File: src/rtl/u_pkg.sv
// Shared types and helpers for the unary (thermometer) datapath.
package u_pkg;

  localparam int unsigned U_MIN_LEN   = 1;
  localparam int unsigned U_LEN_MAX_W = 16;

  typedef logic [U_LEN_MAX_W-1:0] u_len_t;

  typedef struct packed {
    u_len_t len;
    logic   inv;
    logic   err;
  } u_s1_t;

  function automatic int unsigned u_len_w(input int unsigned w);
    return $clog2(w + 1);
  endfunction

endpackage

File: src/rtl/u_skid.sv
// Two-entry valid/ready skid buffer; head entry drives the output directly.
module u_skid #(
  parameter int DW = 8
) (
  input  logic          clk,
  input  logic          rst,
  input  logic          i_valid,
  input  logic [DW-1:0] i_data,
  output logic          o_ready,
  output logic          o_valid,
  output logic [DW-1:0] o_data,
  input  logic          i_ready,
  output logic          o_full
);

  logic [1:0]    count_q, count_d;
  logic [DW-1:0] ent0_q, ent0_d;
  logic [DW-1:0] ent1_q, ent1_d;
  logic          push, pop;

  assign o_valid = (count_q != 2'd0);
  assign o_full  = (count_q == 2'd2);
  assign o_data  = ent0_q;
  // A full buffer still takes a beat in the same cycle the head leaves.
  assign o_ready = !o_full || i_ready;
  assign pop     = o_valid && i_ready;
  assign push    = i_valid && o_ready;

  always_comb begin
    count_d = count_q;
    ent0_d  = ent0_q;
    ent1_d  = ent1_q;
    case ({push, pop})
      2'b10: begin
        if (count_q == 2'd0) ent0_d = i_data;
        else                 ent1_d = i_data;
        count_d = count_q + 2'd1;
      end
      2'b01: begin
        ent0_d  = ent1_q;
        count_d = count_q - 2'd1;
      end
      2'b11: begin
        if (count_q == 2'd1) begin
          ent0_d = i_data;
        end else begin
          ent0_d = ent1_q;
          ent1_d = i_data;
        end
      end
      default: ;
    endcase
  end

  always_ff @(posedge clk) begin
    if (rst) begin
      count_q <= 2'd0;
      ent0_q  <= '0;
      ent1_q  <= '0;
    end else begin
      count_q <= count_d;
      ent0_q  <= ent0_d;
      ent1_q  <= ent1_d;
    end
  end

endmodule

File: src/rtl/u_enc.sv
// Streaming binary-to-thermometer encoder: range check, per-bit encode, skid output.
module u_enc
  import u_pkg::*;
#(
  parameter int W                    = 16,
  parameter int P_EMIT_COMPLIMENT_EN = 1,
  parameter int LEN_W                = u_len_w(W)
) (
  input  logic             clk,
  input  logic             rst,
  input  logic             i_valid,
  input  logic [LEN_W-1:0] i_len,
  input  logic             i_inv,
  output logic             o_ready,
  output logic             o_valid,
  output logic [W-1:0]     o_code,
  output logic             o_err,
  input  logic             i_ready
);

  localparam logic INV_EN = (P_EMIT_COMPLIMENT_EN != 0);

  logic   s1_valid_q, s1_valid_d;
  u_s1_t  s1_q, s1_d;
  logic   accept, s1_adv;
  logic   skid_in_ready, skid_full;
  logic [W-1:0] mask, code;
  u_len_t len_in;

  assign len_in = u_len_t'(i_len);
  assign accept = i_valid && o_ready;
  assign s1_adv = s1_valid_q && skid_in_ready;
  assign o_ready = !skid_full;

  always_comb begin
    s1_valid_d = s1_valid_q;
    s1_d       = s1_q;
    if (s1_adv) s1_valid_d = 1'b0;
    if (accept) begin
      s1_valid_d = 1'b1;
      s1_d.len   = len_in;
      s1_d.inv   = i_inv && INV_EN;
      s1_d.err   = (len_in < u_len_t'(U_MIN_LEN)) || (len_in > u_len_t'(W - 1));
    end
  end

  always_ff @(posedge clk) begin
    if (rst) begin
      s1_valid_q <= 1'b0;
      s1_q       <= '0;
    end else begin
      s1_valid_q <= s1_valid_d;
      s1_q       <= s1_d;
    end
  end

  // Compare is wider than LEN_W so the largest encodable length cannot wrap.
  for (genvar gi = 0; gi < W; gi++) begin : g_mask
    assign mask[gi] = (u_len_t'(gi) < s1_q.len);
  end

  assign code = s1_q.err ? '0 : (mask ^ {W{s1_q.inv}});

  u_skid #(.DW(W + 1)) u_skid_i (
    .clk     (clk),
    .rst     (rst),
    .i_valid (s1_valid_q),
    .i_data  ({s1_q.err, code}),
    .o_ready (skid_in_ready),
    .o_valid (o_valid),
    .o_data  ({o_err, o_code}),
    .i_ready (i_ready),
    .o_full  (skid_full)
  );

endmodule

File: config.mk
export PLATFORM = sky130hd
export DESIGN_NAME = u_enc
export DESIGN_NICKNAME = d
export VERILOG_FILES = /design/src/rtl/u_pkg.sv /design/src/rtl/u_skid.sv /design/src/rtl/u_enc.sv
export SDC_FILE = /design/constraint.sdc
export NUM_CORES = 1
export LEC_CHECK = 0
export ABC_AREA = 1
export ABC_CLOCK_PERIOD_IN_PS = 2300
export CAP_MARGIN = 20
export CORE_ASPECT_RATIO = 1.2
export CORE_MARGIN = 2
export CORE_UTILIZATION = 45
export DETAILED_ROUTE_END_ITERATION = 16
export GPL_ROUTABILITY_DRIVEN = 0
export MAX_ROUTING_LAYER = met4
export PLACE_DENSITY = 0.67
export REMOVE_ABC_BUFFERS = 1
export SLEW_MARGIN = 5
export SYNTH_ARGS = -nofsm -noshare
export SYNTH_HDL_FRONTEND = slang
export SYNTH_SLANG_ARGS = --single-unit
File: constraint.sdc
create_clock -name clk -period 2.3 [get_ports clk]
set_input_delay 0.23 -clock clk [delete_from_list [all_inputs] [get_ports clk]]
set_output_delay 0.23 -clock clk [all_outputs]
set_load 0.05 [all_outputs]
==> out/metrics.csv, run 1 <==
stage,metric,value,unit
route,DRT antenna net count,0,
global_route,antenna violations before repair,0,
sta,FMAX,475.9,MHz
setup_path,maximum fanout along the worst path,3,
status,outcome,"complete, no violations",
setup_path,Crit Path Category,register to output pin,
placement,"Cell Area, Placed",0.002633,sq mm
die,# IOs,29,
placement,placed cell count,419,
yosys,biggest area consumer among synthesized cells,dfxtp_1,
setup_path,worst path cell trace,inv_1 > ha_1 > inv_1 > clkdlybuf4s50_1,
placement,number of buffers added on ports,28,
yosys,Synth Cell Area,0.002296,sq mm
global_route,vias in the first global route,1972,
clock_network,PostCTS Resize Cnt,0,
yosys,Netlist cell types,24,
placement,post-DP HPWL,3.672,mm
sta,RSZ-0062 raised after global routing,no,
cells_and_area,# fillers,498,
global_route,largest net degree at the start of global routing,39,
sta,final setup fails,0,
yosys,number of synthesized flops with an enable pin,0,
yosys,"flops & latches, synth",44,
setup_path,CP arrival,1.87,ns
setup_path,worst path required time,2.07,ns
sta,"Slew Viols, Final",0,
setup_path,Worst R2R Start,u_skid_i.count_q[0],
route,final WL,5.183,mm
cells_and_area,non-filler instance count after layout,427,
clock_network,clock sinks,44,
clock_network,# hold bufs at CTS,0,
cells_and_area,area of the multi-input gates,0.001199,sq mm
yosys,Synth Instances,340,
cells_and_area,Final nets,382,
cells_and_area,share of cells above drive strength 1,5.450,%
setup_path,Worst path slowest cell,clkdlybuf4s50_1,
die,row cnt,28,
yosys,synth top area cells,"dfxtp_1, o21ai_0, nand2_1",
setup_path,CP most frequent cell,inv_1,
power_and_ir_drop,Final Power,3.738,mW
yosys,syn_area_per_cell,6.753,sq um
die,Initial Utilization,46.48,%
cells_and_area,register area,880.8,sq um
yosys,post-synth top area share,38.37,%
cells_and_area,final core utilization,55.47,%
power_and_ir_drop,worst vdd ir,0.7204,mV
sta,Slew headroom,64.03,%
worst_hold_path,worst hold-check path type,register to register,
power_and_ir_drop,PD cells,1364,mW/mm^2
clock_network,post-CTS setup buffer count,0,
yosys,sequential cell area fraction in the yosys report,38.37,%
setup_path,reg2reg path depth,11,
route,DRC violations left,0,
route,drt pass-1 iters,4,
power_and_ir_drop,static leakage,1.212,nW
clock_network,Clock Tree Buf Depth,2,
clock_network,Root Driver,clkbuf_8,
clock_network,Num CTS Buffers,5,
setup_path,Reg-to-Reg End,u_skid_i.ent1_q[13],
cells_and_area,area grow syn2layout,19.35,%
yosys,asr flop ratio synth,0,%
route,starting DRC count in detailed routing,125,
route,Vias/cell,5.255,
setup_path,crit start category,register,
job,max cap viols,0,
clock_network,CTS tree,yes,
sta,minimum clock period,2.101,ns
route,via count,2244,
clock_network,worst-skew pair later-pin latency,0.30,ns
setup_path,launch point of the worst path,u_skid_i.count_q[0],
clock_network,CTS H-tree lvls,2,
global_route,total global routing overflow,0,
clock_network,CTS clock-pin slew for the worst setup and hold paths,0.08,ns
setup_path,Critical Path Max Stage Delay,0.80,ns
route,Wirelength per Cell,12.14,microns
setup_path,Crit. End Element,output pin,
sta,Tcrit/Tclk final,91.36,%
die,Die Area,0.005692,sq mm
cells_and_area,cell area after layout,0.002740,sq mm
sta,"Hold Violations, Final",0,
yosys,Yosys Warn Count,0,
cells_and_area,ANT cells,0,
die,Core ar.,0.004940,sq mm
sta,measured slew at the worst slew-check pin,0.5388,ns
setup_path,Worst R2R Setup Slack,0.27,ns
global_route,total track usage,19.73,%
setup_path,Critical Path Sink,o_valid,
global_route,first-pass GRT wire length,8.825,mm
sta,clk_skew,0.004861,ns
die,die height,82.25,microns
die,die width,69.21,microns
yosys,Main synth FF type,dfxtp_1,
[worst min-delay path by stage]
stage | start | end | slack [ns] | cells past startpoint
final | s1_valid_q | s1_valid_q | 0.48 | 2
after global routing | i_len[4] | s1_q[6] | 0.52 | 3
after CTS | s1_valid_q | s1_valid_q | 0.48 | 2
after detailed placement | s1_valid_q | s1_valid_q | 0.47 | 2
after global placement | s1_valid_q | s1_valid_q | 0.46 | 2
after floorplan | rst | s1_q[6] | 0.30 | 1
[logic make-up after synthesis]
group                    share of synthesized area [%]
AND/OR/NAND/NOR                                  26.43
AO/OA/AOI/OAI                                    21.14
XOR/XNOR                                        0.7631
buffers and inverters                            10.03
adder cells (fa/ha/maj)                          3.270
flip-flops                                       38.36
[per-stage QoR]
| stage | hold WS [ns] | worst slack (ns) | TNS, ns |
|---|---|---|---|
| 5_1_grt | 0.5231 | 0.07140 | 0 |
| 3_3_place_gp | 0.4650 | 0.1431 | 0 |
| 3_5_place_dp | 0.4689 | 0.01768 | 0 |
| 4_1_cts | 0.4808 | 0.07854 | 0 |
| 2_1_floorplan | 0.2991 | -1.044 | -17.91 |
| 6_report | 0.4762 | 0.1987 | 0 |
[critical path, delay by kind of cell, from the launching register on]
family                   cells  cell delay [ns]
buffers and inverters        3             0.96
flip-flops                   1             0.37
adder cells (fa/ha/maj)      1             0.24
[sequential cells by signal (all words and copies together), names as in the netlist]
signal and cells:
s1_q 7, s1_valid_q 1, u_skid_i.ent1_q 17, u_skid_i.o_data 17, u_skid_i.count_q 2
[cells in the mapped netlist, types with 2 or more instances]
cell type	instances
a21oi_1	37
a31oi_1	2
inv_1	33
buf_4	4
nand4_1	9
clkbuf_1	6
nand2_1	54
dfxtp_1	44
buf_2	5
nand3_1	40
nor2_1	38
ha_1	6
clkbuf_2	2
xor2_1	2
o21ai_0	49
[layout by cell type, fill, tap and decap left out]
master and count:
nand2_1 54, o21ai_0 49, dfxtp_1 44, nand3_1 40
nor2_1 37, a21oi_1 36, inv_1 33, clkdlybuf4s50_1 28
nand4_1 9, buf_4 7, ha_1 6, clkbuf_8 6
xor2_1 2, a31oi_1 2, clkbuf_1 2, nor2_2 1
a21boi_2 1, a21oi_2 1, clkinv_1 1, o211ai_1 1
inv_2 1, o21bai_4 1, nor3_1 1, o21ai_1 1
a211oi_1 1, buf_12 1, buf_6 1
[cell type report]
cell class / instances / share of cell area (%)
timing repair buffer: 37 / 13.29
tap: 60 / 2.740
sequential: 44 / 32.15
inverter: 35 / 4.795
clock buffer: 8 / 3.288
multi-input combinational: 243 / 43.74
[metal layers]
| layer | up-vias | global-route usage [%] | wire length, microns |
|---|---|---|---|
| met1 | 992 | 22.96 | 2400 |
| li1 | 1187 | - | - |
| met5 | - | - | 0 |
| met3 | 11 | 3.519 | 257 |
| met2 | 54 | 34.33 | 2427 |
| met4 | 0 | 7.647 | 97 |
[power by group]
part / switching [mW] / internal, mW / total, mW
Sequential: 0.144 / 1.02 / 1.16
Clock: 0.258 / 0.245 / 0.503
Combinational: 1.38 / 0.691 / 2.07
Power figures use the tool's default switching activity.
==> run 2: changes to the inputs <==
--- a/config.mk
+++ b/config.mk
@@ -14,7 +14,7 @@
 export DETAILED_ROUTE_END_ITERATION = 16
 export GPL_ROUTABILITY_DRIVEN = 0
 export MAX_ROUTING_LAYER = met4
-export PLACE_DENSITY = 0.67
+export PLACE_DENSITY = 0.63
 export REMOVE_ABC_BUFFERS = 1
 export SLEW_MARGIN = 5
 export SYNTH_ARGS = -nofsm -noshare
==> run 2 against run 1 <==
- via count shrank 2.3%
- first-iteration DRC count grew 0.80%
- clock skew shrank 0.0026 ns
- cell count shrank 0.23%
==> out/metrics.csv, run 2 (synthesized netlist as in run 1, its figures left out) <==
stage,metric,value,unit,change
cells_and_area,non-filler instance count after layout,426,,-0.23%
cells_and_area,area grow syn2layout,18.47,%,
clock_network,worst-skew pair later-pin latency,0.30,ns,about the same
sta,clk_skew,0.002304,ns,-0.002557 ns
sta,Slew headroom,64.53,%,+0.50 points
setup_path,maximum fanout along the worst path,3,,unchanged
setup_path,CP arrival,1.88,ns,about the same
clock_network,CTS H-tree lvls,2,,unchanged
sta,measured slew at the worst slew-check pin,0.5314,ns,-0.007463 ns
setup_path,Critical Path Max Stage Delay,0.80,ns,about the same
global_route,vias in the first global route,1960,,-0.61%
clock_network,# hold bufs at CTS,0,,unchanged
sta,Tcrit/Tclk final,91.52,%,+0.16 points
route,starting DRC count in detailed routing,126,,+0.80%
sta,minimum clock period,2.105,ns,+0.003761 ns
setup_path,worst path required time,2.07,ns,about the same
route,via count,2192,,-2.3%
die,die height,82.25,microns,unchanged
cells_and_area,# fillers,497,,-0.20%
cells_and_area,"leading cell type in the layout, fill and taps excluded",nand2_1,,
placement,number of buffers added on ports,28,,unchanged
power_and_ir_drop,static leakage,1.204,nW,-0.66%
cells_and_area,share of cells above drive strength 1,5.191,%,-0.26 points
setup_path,Crit. End Element,output pin,,
global_route,antenna violations before repair,0,,unchanged
clock_network,Num CTS Buffers,5,,unchanged
clock_network,Clock Tree Buf Depth,2,,unchanged
sta,final setup fails,0,,unchanged
sta,RSZ-0062 raised after global routing,no,,
clock_network,CTS tree,yes,,
setup_path,Worst path slowest cell,clkdlybuf4s50_1,,
status,outcome,"complete, no violations",,
power_and_ir_drop,worst vdd ir,0.6712,mV,-6.8%
setup_path,CP most frequent cell,inv_1,,
sta,"Hold Violations, Final",0,,unchanged
route,final WL,5.217,mm,+0.66%
cells_and_area,final core utilization,55.07,%,-0.41 points
power_and_ir_drop,PD cells,1354,mW/mm^2,-0.71%
route,DRT antenna net count,0,,unchanged
global_route,largest net degree at the start of global routing,39,,unchanged
job,max cap viols,0,,unchanged
clock_network,Root Driver,clkbuf_8,,
setup_path,worst path cell trace,inv_1 > ha_1 > inv_1 > clkdlybuf4s50_1,,
route,DRC violations left,0,,unchanged
setup_path,Crit Path Category,register to output pin,,
global_route,total global routing overflow,0,,unchanged
clock_network,clock sinks,44,,unchanged
sta,FMAX,475.0,MHz,-0.18%
worst_hold_path,worst hold-check path type,register to register,,
die,row cnt,28,,unchanged
sta,"Slew Viols, Final",0,,unchanged
die,Initial Utilization,46.48,%,unchanged
die,die width,69.21,microns,unchanged
global_route,total track usage,20.14,%,+0.41 points
clock_network,CTS clock-pin slew for the worst setup and hold paths,0.08,ns,about the same
cells_and_area,ANT cells,0,,unchanged
setup_path,crit start category,register,,
die,Die Area,0.005692,sq mm,unchanged
route,Vias/cell,5.146,,-2.1%
placement,placed cell count,419,,unchanged
global_route,first-pass GRT wire length,8.976,mm,+1.7%
clock_network,post-CTS setup buffer count,0,,unchanged
die,# IOs,29,,unchanged
cells_and_area,"leading cell types in the layout, fill and taps excluded","nand2_1, o21ai_0, dfxtp_1",,
sta,worst hold slack,0.4779,ns,+0.001797 ns
clock_network,PostCTS Resize Cnt,0,,unchanged
die,Core ar.,0.004940,sq mm,unchanged
cells_and_area,Final nets,382,,unchanged
route,Wirelength per Cell,12.25,microns,+0.89%
route,drt pass-1 iters,4,,unchanged
placement,post-DP HPWL,3.678,mm,+0.17%
power_and_ir_drop,Final Power,3.684,mW,-1.4%
## run 2: metal layers
metal  GRT usage (%)  share of wire [%]  vias up
li1                -                  -     1187
met1           24.40                 49      950
met2           34.42                 46       47
met3           3.641                4.2        8
met4           6.471                1.3        0
met5               -                  0        -
## run 2: path summary, 6_finish.rpt
| path | start | endpoint | slack (ns) | cells after the start |
|---|---|---|---|---|
| setup / recovery | u_skid_i.count_q[0] | o_valid | 0.19 | 4 |
| hold / removal | s1_valid_q | s1_valid_q | 0.48 | 2 |
| hold reg to reg | s1_valid_q | s1_valid_q | 0.48 | 2 |
| setup reg to reg | u_skid_i.count_q[0] | u_skid_i.ent1_q[15] | 0.25 | 12 |
## run 2: per-stage QoR
| step | setup TNS [ns] | setup WS (ns) | instance area (sq um) |
|---|---|---|---|
| after floorplan | -17.91 | -1.044 | 2197 |
| after detailed placement | -0.006271 | -0.006271 | 2633 |
| after global placement | 0 | 0.1246 | 2633 |
| after CTS | 0 | 0.05301 | 2710 |
| after global routing | 0 | 0.03839 | 2720 |
| final | 0 | 0.1950 | 2720 |
## run 2: power by group
group          leakage (nW)  internal [mW]  switching, mW
Combinational         0.800          0.686           1.38
Sequential            0.363           1.02          0.145
Clock                0.0410          0.207          0.251
## run 2: cell type report
cell class	instances	area (sq um)	share of cell area [%]
Clock buffer	6	72.57	2.668
Clock inverter	1	5.005	0.1840
Inverter	35	131.4	4.830
Multi-Input combinational cell	243	1195	43.93
Sequential cell	44	880.8	32.38
Tap cell	60	75.07	2.760
Timing Repair Buffer	37	360.3	13.25
## run 2: worst max-delay path: cells and delay by family, from the launching register on
| family | cells | cell delay, ns |
|---|---|---|
| adders and majority gates | 1 | 0.24 |
| DFF | 1 | 0.38 |
| buffers and inverters | 3 | 0.96 |
==> run 3: changes to the inputs <==
--- a/config.mk
+++ b/config.mk
@@ -8,7 +8,7 @@
 export ABC_AREA = 1
 export ABC_CLOCK_PERIOD_IN_PS = 2300
 export CAP_MARGIN = 20
-export CORE_ASPECT_RATIO = 1.2
+export CORE_ASPECT_RATIO = 2
 export CORE_MARGIN = 2
 export CORE_UTILIZATION = 45
 export DETAILED_ROUTE_END_ITERATION = 16
==> run 3 against run 2 <==
- total power rose by 3.5%
- sequential share of layout area fell by 0.30 points
- routed wire length rose by 12%
- clock skew rose by 0.0078 ns
- via count rose by 5.1%
- cell count fell by 0.94%
- utilization rose by 0.85 points
- global-route usage rose by 2.8 points
- worst hold slack improved by 0.0091 ns
- combinational power barely moved
- first-iteration DRC count fell by 49%
- critical path type unchanged
- critical endpoint unchanged
- largest cell class unchanged
==> out/metrics.csv, run 3 (synthesized netlist as in run 1, its figures left out) <==
stage,metric,value,unit,change
status,outcome,"complete, no violations",,
sta,"Slew Viols, Final",0,,unchanged
die,die width,54.51,microns,-21%
sta,worst hold slack,0.4871,ns,+0.009104 ns
setup_path,Critical Path Max Stage Delay,0.81,ns,about the same
sta,Tcrit/Tclk final,92.55,%,+1.0 points
setup_path,CP most frequent cell,inv_1,,
route,DRC violations left,0,,unchanged
cells_and_area,register area,880.8,sq um,unchanged
global_route,total track usage,22.98,%,+2.8 points
placement,number of buffers added on ports,28,,unchanged
global_route,first-pass GRT wire length,9.611,mm,+7.1%
cells_and_area,share of cells above drive strength 1,5.479,%,+0.29 points
cells_and_area,ANT cells,0,,unchanged
cells_and_area,Final nets,382,,unchanged
die,die height,105.0,microns,+28%
cells_and_area,area of the multi-input gates,0.001199,sq mm,+0.31%
setup_path,Crit Path Category,register to output pin,,
clock_network,Clock Tree Buf Depth,2,,unchanged
sta,measured slew at the worst slew-check pin,0.4928,ns,-0.03852 ns
setup_path,Crit. End Element,output pin,,
clock_network,CTS clock-pin slew for the worst setup and hold paths,0.08,ns,about the same
sta,"Hold Violations, Final",0,,unchanged
sta,FMAX,469.8,MHz,-1.1%
route,DRT antenna net count,0,,unchanged
global_route,gr busiest metal,met2,,
die,Core ar.,0.004910,sq mm,-0.61%
route,Vias/cell,5.460,,+6.1%
global_route,largest net degree at the start of global routing,34,,-13%
die,Die Area,0.005724,sq mm,+0.56%
setup_path,worst path cell trace,inv_1 > ha_1 > inv_1 > clkdlybuf4s50_1,,
placement,post-DP HPWL,4.075,mm,+11%
setup_path,maximum fanout along the worst path,3,,unchanged
power_and_ir_drop,static leakage,1.215,nW,+0.91%
cells_and_area,"leading cell types in the layout, fill and taps excluded","nand2_1, o21ai_0, dfxtp_1",,
global_route,met1 Track Usage GR,25.99,%,+1.6 points
die,row cnt,36,,+29%
job,max cap viols,0,,unchanged
power_and_ir_drop,PD cells,1389,mW/mm^2,+2.6%
global_route,antenna violations before repair,0,,unchanged
cells_and_area,cell area after layout,0.002745,sq mm,+0.92%
clock_network,Num CTS Buffers,5,,unchanged
clock_network,clock sinks,44,,unchanged
global_route,met2 GRT Util,38.30,%,+3.9 points
setup_path,CP arrival,1.90,ns,+0.02 ns
clock_network,CTS tree,yes,,
setup_path,worst path required time,2.07,ns,about the same
route,via count,2304,,+5.1%
cells_and_area,area grow syn2layout,19.56,%,
route,starting DRC count in detailed routing,64,,-49%
cells_and_area,# fillers,490,,-1.4%
clock_network,worst-skew pair later-pin latency,0.30,ns,about the same
clock_network,CTS H-tree lvls,2,,unchanged
power_and_ir_drop,worst vdd ir,0.9246,mV,+38%
worst_hold_path,worst hold-check path type,register to register,,
die,Initial Utilization,46.76,%,+0.28 points
die,# IOs,29,,unchanged
sta,minimum clock period,2.129,ns,+0.02365 ns
placement,"Cell Area, Placed",0.002621,sq mm,-0.43%
setup_path,crit start category,register,,
route,Wirelength per Cell,13.90,microns,+14%
sta,Setup TNS,0,ns,unchanged
sta,Slew headroom,67.04,%,+2.5 points
clock_network,Root Driver,clkbuf_8,,
cells_and_area,"leading cell type in the layout, fill and taps excluded",nand2_1,,
route,drt pass-1 iters,5,,+1
cells_and_area,final core utilization,55.91,%,+0.85 points
sta,RSZ-0062 raised after global routing,no,,
sta,final setup fails,0,,unchanged
global_route,total global routing overflow,0,,unchanged
setup_path,Worst path slowest cell,clkdlybuf4s50_1,,
global_route,vias in the first global route,2121,,+8.2%
global_route,met3 Track Usage GR,3.429,%,-0.21 points
route,final WL,5.866,mm,+12%
sta,clk_skew,0.01013,ns,+0.007826 ns
## run 3: timing repair
item,CTS,global route
gates resized for setup,0,5
buffers inserted,0,0
hold buffers,0,0
endpoints found under the setup margin,0,34
## run 3: metal layers
metal	share of wire, %	vias up
li1	-	1181
met1	41	1048
met2	52	63
met3	3.6	12
met4	2.7	0
met5	0	-
## run 3: final timing paths
check | slack, ns | cells past startpoint | to | startpoint
min | 0.49 | 2 | s1_valid_q | s1_valid_q
max reg2reg | 0.23 | 11 | u_skid_i.ent1_q[3] | u_skid_i.count_q[0]
min reg2reg | 0.49 | 2 | s1_valid_q | s1_valid_q
max | 0.17 | 4 | o_valid | u_skid_i.count_q[0]
## run 3: where the power goes
group	internal (mW)	switching (mW)
Sequential	1.02	0.141
Combinational	0.670	1.42
Clock	0.312	0.255
Total	2.00	1.81
## run 3: worst max-delay path, delay by kind of cell, from the launching register on
| kind | cells | cell delay, ns |
|---|---|---|
| DFF | 1 | 0.37 |
| buffers and inverters | 3 | 1.00 |
| adders and majority gates | 1 | 0.24 |
## run 3: final cells by class
class / instances / area share [%]
well taps: 57 / 2.598
clock buffers: 5 / 2.507
flip-flops and latches: 44 / 32.09
repair buffers: 37 / 13.26
clock inverters: 1 / 1.094
inverters: 35 / 4.786
multi-input cells: 243 / 43.66
## run 3: stage by stage
stage | power (mW) | cells | worst slack [ns]
after floorplan | 2.574 | 322 | -1.044
after global placement | 3.203 | 415 | 0.02008
after detailed placement | 3.225 | 415 | -0.01614
after CTS | 3.796 | 421 | 0.01634
after global routing | 4.093 | 422 | 0.02214
final | 3.814 | 422 | 0.1713
